## src/rtl/alu_mc.sv

```systemverilog
// alu_mc: RV32 OP/OP-IMM + M-extension execute unit. Latency 1 for base ops, special cases and
// illegal ops; XLEN+1 for iterative MUL/DIV. Holds the result while out_ready is low; accepts back-to-back.
module alu_mc #(
    parameter int XLEN = 32,
    parameter int SHW  = $clog2(XLEN)
) (
    input  logic            clk,
    input  logic            rst,
    input  logic            in_valid,
    output logic            in_ready,
    input  logic [XLEN-1:0] rs1,
    input  logic [XLEN-1:0] rs2,
    input  logic [6:0]      opcode,
    input  logic [2:0]      funct3,
    input  logic [6:0]      funct7,
    output logic            out_valid,
    input  logic            out_ready,
    output logic [XLEN-1:0] rd,
    output logic            illegal
);

    localparam logic [6:0] OPC_OP  = 7'b0110011;
    localparam logic [6:0] OPC_IMM = 7'b0010011;
    localparam logic [6:0] F7_BASE = 7'b0000000;
    localparam logic [6:0] F7_ALT  = 7'b0100000;
    localparam logic [6:0] F7_MUL  = 7'b0000001;

    typedef enum logic [1:0] {
        IDLE = 2'd0,
        BUSY = 2'd1,
        DONE = 2'd2
    } state_t;

    state_t          state_q, state_d;
    logic [XLEN-1:0] rd_q, rd_d;
    logic            illegal_q, illegal_d;
    logic [XLEN-1:0] hi_q, hi_d;
    logic [XLEN-1:0] lo_q, lo_d;
    logic [XLEN-1:0] opnd_q, opnd_d;
    logic            neg_q, neg_d;
    logic [2:0]      op_q, op_d;
    logic [SHW-1:0]  cnt_q, cnt_d;

    // ---------------- decode ----------------
    logic            accept;
    logic            dec_illegal;
    logic            is_m;
    logic            is_div;
    logic [SHW-1:0]  shamt;

    assign in_ready  = (state_q == IDLE) || ((state_q == DONE) && out_ready);
    assign out_valid = (state_q == DONE);
    assign rd        = rd_q;
    assign illegal   = illegal_q;
    assign accept    = in_valid && in_ready;
    assign is_m      = (opcode == OPC_OP) && (funct7 == F7_MUL);
    assign is_div    = funct3[2];
    assign shamt     = rs2[SHW-1:0];

    always_comb begin
        dec_illegal = 1'b0;
        if (opcode == OPC_OP) begin
            case (funct7)
                F7_BASE, F7_MUL: dec_illegal = 1'b0;
                F7_ALT:          dec_illegal = !((funct3 == 3'b000) || (funct3 == 3'b101));
                default:         dec_illegal = 1'b1;
            endcase
        end else if (opcode == OPC_IMM) begin
            // Only the shift-immediates carry a real funct7; elsewhere it is immediate bits.
            if (funct3 == 3'b001) begin
                dec_illegal = (funct7 != F7_BASE);
            end else if (funct3 == 3'b101) begin
                dec_illegal = !((funct7 == F7_BASE) || (funct7 == F7_ALT));
            end
        end else begin
            dec_illegal = 1'b1;
        end
    end

    // ---------------- single-cycle ALU ----------------
    logic signed [XLEN-1:0] sra_res;
    logic        [XLEN-1:0] alu_res;

    assign sra_res = $signed(rs1) >>> shamt;

    always_comb begin
        alu_res = '0;
        case (funct3)
            3'b000:  alu_res = ((opcode == OPC_OP) && funct7[5]) ? rs1 - rs2 : rs1 + rs2;
            3'b001:  alu_res = rs1 << shamt;
            3'b010:  alu_res = {{(XLEN-1){1'b0}}, ($signed(rs1) < $signed(rs2))};
            3'b011:  alu_res = {{(XLEN-1){1'b0}}, (rs1 < rs2)};
            3'b100:  alu_res = rs1 ^ rs2;
            3'b101:  alu_res = funct7[5] ? sra_res : (rs1 >> shamt);
            3'b110:  alu_res = rs1 | rs2;
            default: alu_res = rs1 & rs2;
        endcase
    end

    // ---------------- M-extension setup ----------------
    logic            a_signed, b_signed;
    logic            neg_a, neg_b;
    logic [XLEN-1:0] mag_a, mag_b;
    logic            div_zero, div_ovf;
    logic [XLEN-1:0] div_special;

    always_comb begin
        if (is_div) begin
            a_signed = !funct3[0];
            b_signed = !funct3[0];
        end else begin
            a_signed = (funct3[1:0] != 2'b11);
            b_signed = !funct3[1];
        end
    end

    assign neg_a    = a_signed && rs1[XLEN-1];
    assign neg_b    = b_signed && rs2[XLEN-1];
    assign mag_a    = neg_a ? -rs1 : rs1;
    assign mag_b    = neg_b ? -rs2 : rs2;
    assign div_zero = (rs2 == '0);
    assign div_ovf  = !funct3[0] && (rs1 == {1'b1, {(XLEN-1){1'b0}}}) && (rs2 == '1);

    always_comb begin
        div_special = '0;
        if (div_zero) begin
            div_special = funct3[1] ? rs1 : '1;
        end else if (div_ovf) begin
            div_special = funct3[1] ? '0 : rs1;
        end
    end

    // ---------------- iteration step ----------------
    // Multiply: {hi,lo} shifts right, adding the multiplicand into hi when lo[0] is set.
    // Divide: {hi,lo} shifts left, hi is the partial remainder, quotient bits enter lo.
    logic [XLEN:0]     mul_sum;
    logic [XLEN:0]     div_sh, div_trial;
    logic              div_ok;
    logic [XLEN-1:0]   step_hi, step_lo;
    logic [2*XLEN-1:0] prod, prod_fix;
    logic [XLEN-1:0]   quot_fix, rem_fix;
    logic [XLEN-1:0]   fin_res;

    assign mul_sum   = {1'b0, hi_q} + (lo_q[0] ? {1'b0, opnd_q} : {(XLEN+1){1'b0}});
    assign div_sh    = {hi_q, lo_q[XLEN-1]};
    assign div_trial = div_sh - {1'b0, opnd_q};
    assign div_ok    = !div_trial[XLEN];

    always_comb begin
        if (op_q[2]) begin
            step_hi = div_ok ? div_trial[XLEN-1:0] : div_sh[XLEN-1:0];
            step_lo = {lo_q[XLEN-2:0], div_ok};
        end else begin
            step_hi = mul_sum[XLEN:1];
            step_lo = {mul_sum[0], lo_q[XLEN-1:1]};
        end
    end

    assign prod     = {step_hi, step_lo};
    assign prod_fix = neg_q ? -prod : prod;
    assign quot_fix = neg_q ? -step_lo : step_lo;
    assign rem_fix  = neg_q ? -step_hi : step_hi;

    always_comb begin
        fin_res = '0;
        case (op_q)
            3'b000:                 fin_res = prod_fix[XLEN-1:0];
            3'b001, 3'b010, 3'b011: fin_res = prod_fix[2*XLEN-1:XLEN];
            3'b100, 3'b101:         fin_res = quot_fix;
            default:                fin_res = rem_fix;
        endcase
    end

    // ---------------- control ----------------
    always_comb begin
        state_d   = state_q;
        rd_d      = rd_q;
        illegal_d = illegal_q;
        hi_d      = hi_q;
        lo_d      = lo_q;
        opnd_d    = opnd_q;
        neg_d     = neg_q;
        op_d      = op_q;
        cnt_d     = cnt_q;

        case (state_q)
            BUSY: begin
                hi_d  = step_hi;
                lo_d  = step_lo;
                cnt_d = cnt_q + SHW'(1);
                if (cnt_q == SHW'(XLEN - 1)) begin
                    state_d   = DONE;
                    rd_d      = fin_res;
                    illegal_d = 1'b0;
                    cnt_d     = '0;
                end
            end
            default: begin
                if (accept) begin
                    state_d   = DONE;
                    illegal_d = 1'b0;
                    if (dec_illegal) begin
                        rd_d      = '0;
                        illegal_d = 1'b1;
                    end else if (is_m) begin
                        if (is_div && (div_zero || div_ovf)) begin
                            rd_d = div_special;
                        end else begin
                            state_d = BUSY;
                            cnt_d   = '0;
                            hi_d    = '0;
                            lo_d    = is_div ? mag_a : mag_b;
                            opnd_d  = is_div ? mag_b : mag_a;
                            // Remainder takes the dividend's sign; everything else the XOR.
                            neg_d   = (is_div && funct3[1]) ? neg_a : (neg_a ^ neg_b);
                            op_d    = funct3;
                        end
                    end else begin
                        rd_d = alu_res;
                    end
                end else if ((state_q == DONE) && out_ready) begin
                    state_d = IDLE;
                end
            end
        endcase
    end

    always_ff @(posedge clk) begin
        if (!rst) begin
            state_q   <= IDLE;
            rd_q      <= '0;
            illegal_q <= 1'b0;
            hi_q      <= '0;
            lo_q      <= '0;
            opnd_q    <= '0;
            neg_q     <= 1'b0;
            op_q      <= '0;
            cnt_q     <= '0;
        end else begin
            state_q   <= state_d;
            rd_q      <= rd_d;
            illegal_q <= illegal_d;
            hi_q      <= hi_d;
            lo_q      <= lo_d;
            opnd_q    <= opnd_d;
            neg_q     <= neg_d;
            op_q      <= op_d;
            cnt_q     <= cnt_d;
        end
    end

endmodule

```

## config.mk

```make
export PLATFORM = sky130hd
export DESIGN_NAME = alu_mc
export DESIGN_NICKNAME = d
export VERILOG_FILES = /design/src/rtl/alu_mc.sv
export SDC_FILE = /design/constraint.sdc
export NUM_CORES = 1
export LEC_CHECK = 0
export ABC_CLOCK_PERIOD_IN_PS = 8220
export CAP_MARGIN = 30
export CORE_MARGIN = 5
export CORE_UTILIZATION = 35
export DETAILED_ROUTE_END_ITERATION = 7
export PLACE_DENSITY = 0.6
export SKIP_LAST_GASP = 1
export SYNTH_ARGS = -nofsm -noshare
export SYNTH_HDL_FRONTEND = slang
export SYNTH_SLANG_ARGS = --single-unit
```

## constraint.sdc

```tcl
create_clock -name clk -period 8.22 [get_ports clk]
set_input_delay 2.466 -clock clk [delete_from_list [all_inputs] [get_ports clk]]
set_output_delay 2.466 -clock clk [all_outputs]
set_load 0.005 [all_outputs]
```

==> parameters.txt, run 1 <==
Parameter                              Value

Drt
  Mean routed wirelength per cell ... 28.0 um
  DRT Wirelength ... 126 mm
  DRC violation total after the first TritonRoute iteration ... 3851
  Mean number of vias per cell ... 6.49
  Total DRC errors in the routed layout ... 0
  Detailed-route via count ... 29113
  Antenna viol nets, final ... 0
  First drt pass iteration count ... 7

Power
  Clock power share ... 0.321
  Switching pwr ... 0.00105 W
  Power density of the placed cells ... 93.8 nW/um^2
  Leakage power total ... 10.7 nW
  Maximum VDD drop ... 0.160 mV
  Pwr Total ... 0.00252 W
  Portion of total power attributed to sequential cells ... 0.277
  Net Sw Frac ... 0.418
  Part of the total power dissipated in combinational logic ... 0.402
  Internal portion of total power ... 0.00146 W

Clock network
  Clock tree from TritonCTS ... yes
  Clock network latency to the later pin of the worst-skew pair ... 0.48 ns
  Master cell of the clock root buffer ... clkbuf_16
  Number of setup buffers added after CTS ... 0
  Post-CTS clock slew at the launch and capture registers of the worst setup and hold paths ... 0.07 ns
  Total of cells resized after clock tree synthesis ... 0
  Number of buffers on the longest clock path ... 2
  Cts bufs inserted ... 17
  TritonCTS sink count ... 140
  H-tree lvl count ... 4
  Cts hold-fix bufs ... 0

Floorplanning
  Vert. Die Dim ... 272 um
  Floorplan row count ... 96
  Ports ... 120
  Starting density of the core ... 0.352
  Die Footprint ... 74000 um^2
  Core Region ... 68300 um^2
  DIE WIDTH ... 272 um

Placed design
  Count of buffers from port buffering ... 119
  Placed cell count ... 4453
  Post-detail-place hpwl ... 97.7 mm
  GPL Wtd Cong ... 1.09
  Cell area after placement ... 26300 um^2

GRT
  Wire length of the first global-routing pass ... 181 mm
  Number of global-route vias before repair ... 26432
  Initial antenna violation count ... 1
  Pin count of the biggest net entering global routing ... 101
  GRT overflow ... 0
  Global-route usage over all layers ... 0.322

Layout
  Fill cell total of the finished layout ... 7334
  Number of antenna repair diodes ... 0
  Fraction of final layout cells with drive strength greater than 1 ... 0.0666
  Final #Nets ... 3849
  Multi-input gate area ... 19700 um^2
  Area taken by flip-flops and latches ... 2810 um^2
  Count of non-filler cells in the finished layout ... 4487
  Synth-to-layout area growth ... 11.7%
  Layout Cell Area excl Fill ... 26900 um^2

Timing
  Worst-case clock skew ... 0.0238 ns
  Total count of max-transition violations in the final report ... 0
  Worst slew pin tran ... 1.02 ns
  Normalized max-slew margin ... 0.323
  Number of hold-slack violations in the final timing report ... 0
  Setup TNS ... 0 ns
  RSZ-0062 raised after global routing ... false
  Endpoints failing setup ... 0
  Minimum clock period after layout ... 6.94 ns
  Max Clk Rate ... 144 MHz
  Post-route clock period utilization ... 0.844

Outcome
  Result of the run ... finished, final reports clean

Logic synthesis
  Synth top area share ... 0.117
  Net count after synthesis ... 3859
  Most used flip-flop cell after synthesis ... dfxtp_1
  Part of the Yosys area used for sequential elements ... 0.117
  Leading cell type by number of instances after synthesis ... a21oi_1
  Cell types with the largest area share after synthesis ... dfxtp_1, ha_1, a21oi_1
  Yosys top cell by area ... dfxtp_1
  Post-Synthesis Mean Instance Area ... 6.67 um^2
  Most frequent cells after synthesis ... a21oi_1, nor2_1, nand2_1
  Post-synthesis instance total ... 3602
  Number of synthesized flops with an enable pin ... 0
  Proportion of synthesized flip-flops having asynchronous set or reset ... 0
  Total standard cell area after synthesis ... 24000 um^2
  Yosys warning count ... 0
  Number of different library cells in the post-synthesis netlist ... 98
  Post-synthesis sequential element count ... 140

Worst hold path
  Worst min path class ... reg2reg

Worst setup path
  Type of origin of the critical path ... flip-flop
  Type of the worst setup path ... reg2reg
  Minimum setup slack among reg-to-reg paths ... 1.28 ns
  Sort of element at the end of the critical path ... flip-flop
  Crit Path Max Fanout ... 16
  Critical path data required time ... 8.63 ns
  Arrival time of the worst setup path ... 7.35 ns

Flow run
  Max-cap check violation count ... 0
power groups by stage:
stage	logic, W	clock network (W)	registers (W)
after detailed placement	0.000963	0	0.000713
after global routing	0.00105	0.000835	0.000699
after CTS	0.000967	0.000810	0.000698
after floorplan	0.000552	0	0.000710
final	0.00101	0.000808	0.000698
after global placement	0.000972	0	0.000713
critical path, cell delays in order, from the launching register on:
cell and delay, ns:
dfxtp_1 0.36, inv_1 0.08, ha_1 0.16, inv_1 0.06
fa_1 0.43, a211oi_1 0.28, o21ai_1 0.23, o211a_1 0.31
o21ai_1 0.41, a21boi_2 0.26, nor2_2 0.74, o221ai_1 0.42
or2_4 0.37, or4_4 0.54, or3_1 0.38, or4b_1 0.53
or4_1 0.53, a31oi_1 0.48, o221a_1 0.28
registers in the layout (all words and copies together) (netlist names):
register and count:
rd 32, lo_q 32, cnt_q 5, state_q 2, hi_q 32, op_q 3
opnd_q 32, neg_q 1, illegal 1
per-layer routing:
| metal | GRT usage | wire [um] |
|---|---|---|
| met2 | 0.492 | 53200 |
| met4 | 0.196 | 9640 |
| met1 | 0.430 | 51200 |
| met5 | 0 | 0 |
| met3 | 0.0450 | 11600 |
final timing paths:
| check | startpoint | end | depth (start not counted) |
|---|---|---|---|
| worst max-delay path | lo_q[31]$_SDFFE_PN0P_ | rd[31]$_SDFFE_PN0P_ | 18 |
| worst max register to register | lo_q[31]$_SDFFE_PN0P_ | rd[31]$_SDFFE_PN0P_ | 18 |
| worst min-delay path | opnd_q[28]$_SDFFE_PN0P_ | opnd_q[28]$_SDFFE_PN0P_ | 2 |
| worst min register to register | opnd_q[28]$_SDFFE_PN0P_ | opnd_q[28]$_SDFFE_PN0P_ | 2 |
through the flow:
| step | hold slack, ns | util | worst slack, ns |
|---|---|---|---|
| after floorplan | 0.440 | - | 1.64 |
| after global placement | 0.454 | 0.384 | 1.11 |
| after detailed placement | 0.460 | 0.384 | 1.08 |
| after CTS | 0.467 | 0.393 | 1.49 |
| after global routing | 0.499 | 0.393 | 1.09 |
| final | 0.464 | 0.393 | 1.28 |
cell usage in the layout (no fill, tap or decap), types with 44 or more instances in the layout:
master,n
a21o_1,54
o31ai_1,44
inv_1,153
a31oi_1,66
dfxtp_1,138
a21oi_1,408
nand3_1,78
nor3_1,90
and2_1,57
o21ai_0,314
xnor2_1,143
buf_4,114
xor2_1,52
a211oi_1,51
clkdlybuf4s50_1,113
o211ai_1,58
ha_1,168
mux2i_1,130
nor2_1,391
nand2_1,329
final cells by class:
class                      count  area share
inverter                     158      0.0221
timing repair buffer         237      0.0781
tap                          882      0.0411
sequential                   140       0.105
clock buffer                  20      0.0163
clock inverter                12     0.00517
multi-input combinational   3038       0.733
cell families after synthesis:
logic type               Yosys count  share of synthesized area
AO/OA/AOI/OAI                   1329                      0.351
XOR/XNOR                         195                     0.0711
adder cells (fa/ha/maj)          172                     0.0908
buffers and inverters            424                     0.0673
flip-flops                       140                      0.117
multiplexers                     156                     0.0738
AND/OR/NAND/NOR                 1186                      0.229
(Power assumes the default switching activity.)
==> inputs of run 2 (changes only) <==
--- a/config.mk
+++ b/config.mk
@@ -5,12 +5,12 @@
 export SDC_FILE = /design/constraint.sdc
 export NUM_CORES = 1
 export LEC_CHECK = 0
-export ABC_CLOCK_PERIOD_IN_PS = 8220
+export ABC_CLOCK_PERIOD_IN_PS = 6300
 export CAP_MARGIN = 30
 export CORE_MARGIN = 5
 export CORE_UTILIZATION = 35
 export DETAILED_ROUTE_END_ITERATION = 7
-export PLACE_DENSITY = 0.6
+export PLACE_DENSITY = 0.62
 export SKIP_LAST_GASP = 1
 export SYNTH_ARGS = -nofsm -noshare
 export SYNTH_HDL_FRONTEND = slang
==> constraint.sdc (replaced) <==
create_clock -name clk -period 6.3 [get_ports clk]
set_input_delay 1.89 -clock clk [delete_from_list [all_inputs] [get_ports clk]]
set_output_delay 1.89 -clock clk [all_outputs]
set_load 0.005 [all_outputs]
==> parameters.txt, run 2 (same netlist as run 1, synthesis figures left out) <==
Parameter                              Value

Drt
  First drt pass iteration count ... 6
  Total DRC errors in the routed layout ... 0
  Mean number of vias per cell ... 6.36
  DRC violation total after the first TritonRoute iteration ... 3702
  Mean routed wirelength per cell ... 28.1 um
  Detailed-route via count ... 29479
  Antenna viol nets, final ... 0
  DRT Wirelength ... 131 mm

Power
  Internal portion of total power ... 0.00196 W
  Part of the total power dissipated in combinational logic ... 0.418
  Portion of total power attributed to sequential cells ... 0.272
  Pwr Total ... 0.00334 W
  Power density of the placed cells ... 120 nW/um^2
  Clock power share ... 0.310
  Switching pwr ... 0.00138 W
  Net Sw Frac ... 0.414
  Maximum VDD drop ... 0.195 mV
  Leakage power total ... 11.4 nW

Floorplanning
  Starting density of the core ... 0.352
  Die Footprint ... 74000 um^2
  Floorplan row count ... 96
  Vert. Die Dim ... 272 um
  Core Region ... 68300 um^2
  DIE WIDTH ... 272 um
  Ports ... 120

Placed design
  Cell area after placement ... 27400 um^2
  Count of buffers from port buffering ... 119
  Worst slack after detailed placement ... 0.0677 ns
  Post-detail-place hpwl ... 104 mm
  GPL Wtd Cong ... 1.06

GRT
  Initial antenna violation count ... 3
  Wire length of the first global-routing pass ... 186 mm
  Pin count of the biggest net entering global routing ... 84
  Number of global-route vias before repair ... 27124
  Global-route usage over all layers ... 0.334
  GRT overflow ... 0

Worst setup path
  Critical path data required time ... 6.71 ns
  Crit Path Max Fanout ... 8
  Type of the worst setup path ... reg2reg
  Arrival time of the worst setup path ... 6.49 ns
  Type of origin of the critical path ... flip-flop
  Sort of element at the end of the critical path ... flip-flop

Flow run
  Max-cap check violation count ... 0

Clock network
  Number of buffers on the longest clock path ... 2
  Clock network latency to the later pin of the worst-skew pair ... 0.47 ns
  TritonCTS sink count ... 140
  Cts bufs inserted ... 17
  H-tree lvl count ... 4
  Clock tree from TritonCTS ... yes
  Master cell of the clock root buffer ... clkbuf_16
  Cts hold-fix bufs ... 0
  Post-CTS clock slew at the launch and capture registers of the worst setup and hold paths ... 0.07 ns

Timing
  Max Clk Rate ... 165 MHz
  Worst slew pin tran ... 0.969 ns
  Normalized max-slew margin ... 0.350
  Total count of max-transition violations in the final report ... 0
  Post-route clock period utilization ... 0.964
  Endpoints failing setup ... 0
  RSZ-0062 raised after global routing ... false
  Minimum clock period after layout ... 6.07 ns
  Final WS setup ... 0.225 ns
  Worst-case clock skew ... 0.0233 ns
  Number of hold-slack violations in the final timing report ... 0
  Setup TNS ... 0 ns

Layout
  Final Util ... 0.409
  Highest-count cells in the layout ignoring fill and taps ... a21oi_1, nor2_1, nand2_1
  Final #Nets ... 3999
  Area taken by flip-flops and latches ... 2810 um^2
  Layout Cell Area excl Fill ... 28000 um^2
  Multi-input gate area ... 19700 um^2
  Fill cell total of the finished layout ... 7320
  Number of antenna repair diodes ... 0
  Fraction of final layout cells with drive strength greater than 1 ... 0.105
  Synth-to-layout area growth ... 16.4%
  Commonest non-fill, non-tap cell in the layout ... a21oi_1

Worst hold path
  Worst min path class ... reg2reg

Outcome
  Result of the run ... finished, final reports clean
## run 2: what timing repair did
action                     4_1_cts  5_1_grt
setup endpoints to repair        0        2
buffers inserted                 0        0
hold endpoints to repair         0        0
gates resized for setup          0        3
## run 2: critical path: stages (launching register included)
cell,delay (ns)
dfxtp_1,0.39
and2_1,0.19
ha_1,0.22
fa_1,0.43
a21o_1,0.22
a221oi_1,0.35
buf_4,0.21
o211ai_1,0.15
a311o_1,0.48
o21ba_2,0.28
nor3_1,0.25
nor4b_1,0.09
o31ai_1,0.43
o211ai_1,0.26
or3_1,0.45
or4b_1,0.51
or4_1,0.54
a31oi_2,0.33
o221a_1,0.24
## run 2: final cells by class
type                    count  share of cell area
clock buffers              19              0.0155
multi-input cells        3038               0.703
well taps                 882              0.0394
flip-flops and latches    140               0.100
clock inverters            13             0.00496
repair buffers            387               0.115
inverters                 158              0.0212
## run 2: layer usage
layer	track usage	wire, um	vias up
met4	0.203	9860	4
met3	0.0504	11400	321
met2	0.522	56600	1645
li1	-	-	13525
met5	0	23	-
met1	0.435	52700	13984
## run 2: final timing paths
kind / from / slack (ns) / depth (start not counted) / end
worst min register to register: opnd_q[5]$_SDFFE_PN0P_ / 0.47 / 2 / opnd_q[5]$_SDFFE_PN0P_
worst max register to register: lo_q[0]$_SDFFE_PN0P_ / 0.23 / 18 / rd[31]$_SDFFE_PN0P_
worst min-delay path: opnd_q[5]$_SDFFE_PN0P_ / 0.47 / 2 / opnd_q[5]$_SDFFE_PN0P_
worst max-delay path: lo_q[0]$_SDFFE_PN0P_ / 0.23 / 18 / rd[31]$_SDFFE_PN0P_
## run 2: metrics by stage
stage               instances  hold slack, ns
finish                   4637           0.468
global route             4637           0.500
CTS                      4637           0.467
detailed placement       4605           0.459
global placement         4605           0.456
floorplan                3602           0.440
## run 2: power groups by stage
stage / Sequential, W / Combinational (W) / Clock, W
4_1_cts: 0.000911 / 0.00134 / 0.00104
3_3_place_gp: 0.000931 / 0.00135 / 0
6_report: 0.000911 / 0.00140 / 0.00104
2_1_floorplan: 0.000927 / 0.000720 / 0
5_1_grt: 0.000912 / 0.00145 / 0.00108
3_5_place_dp: 0.000931 / 0.00134 / 0
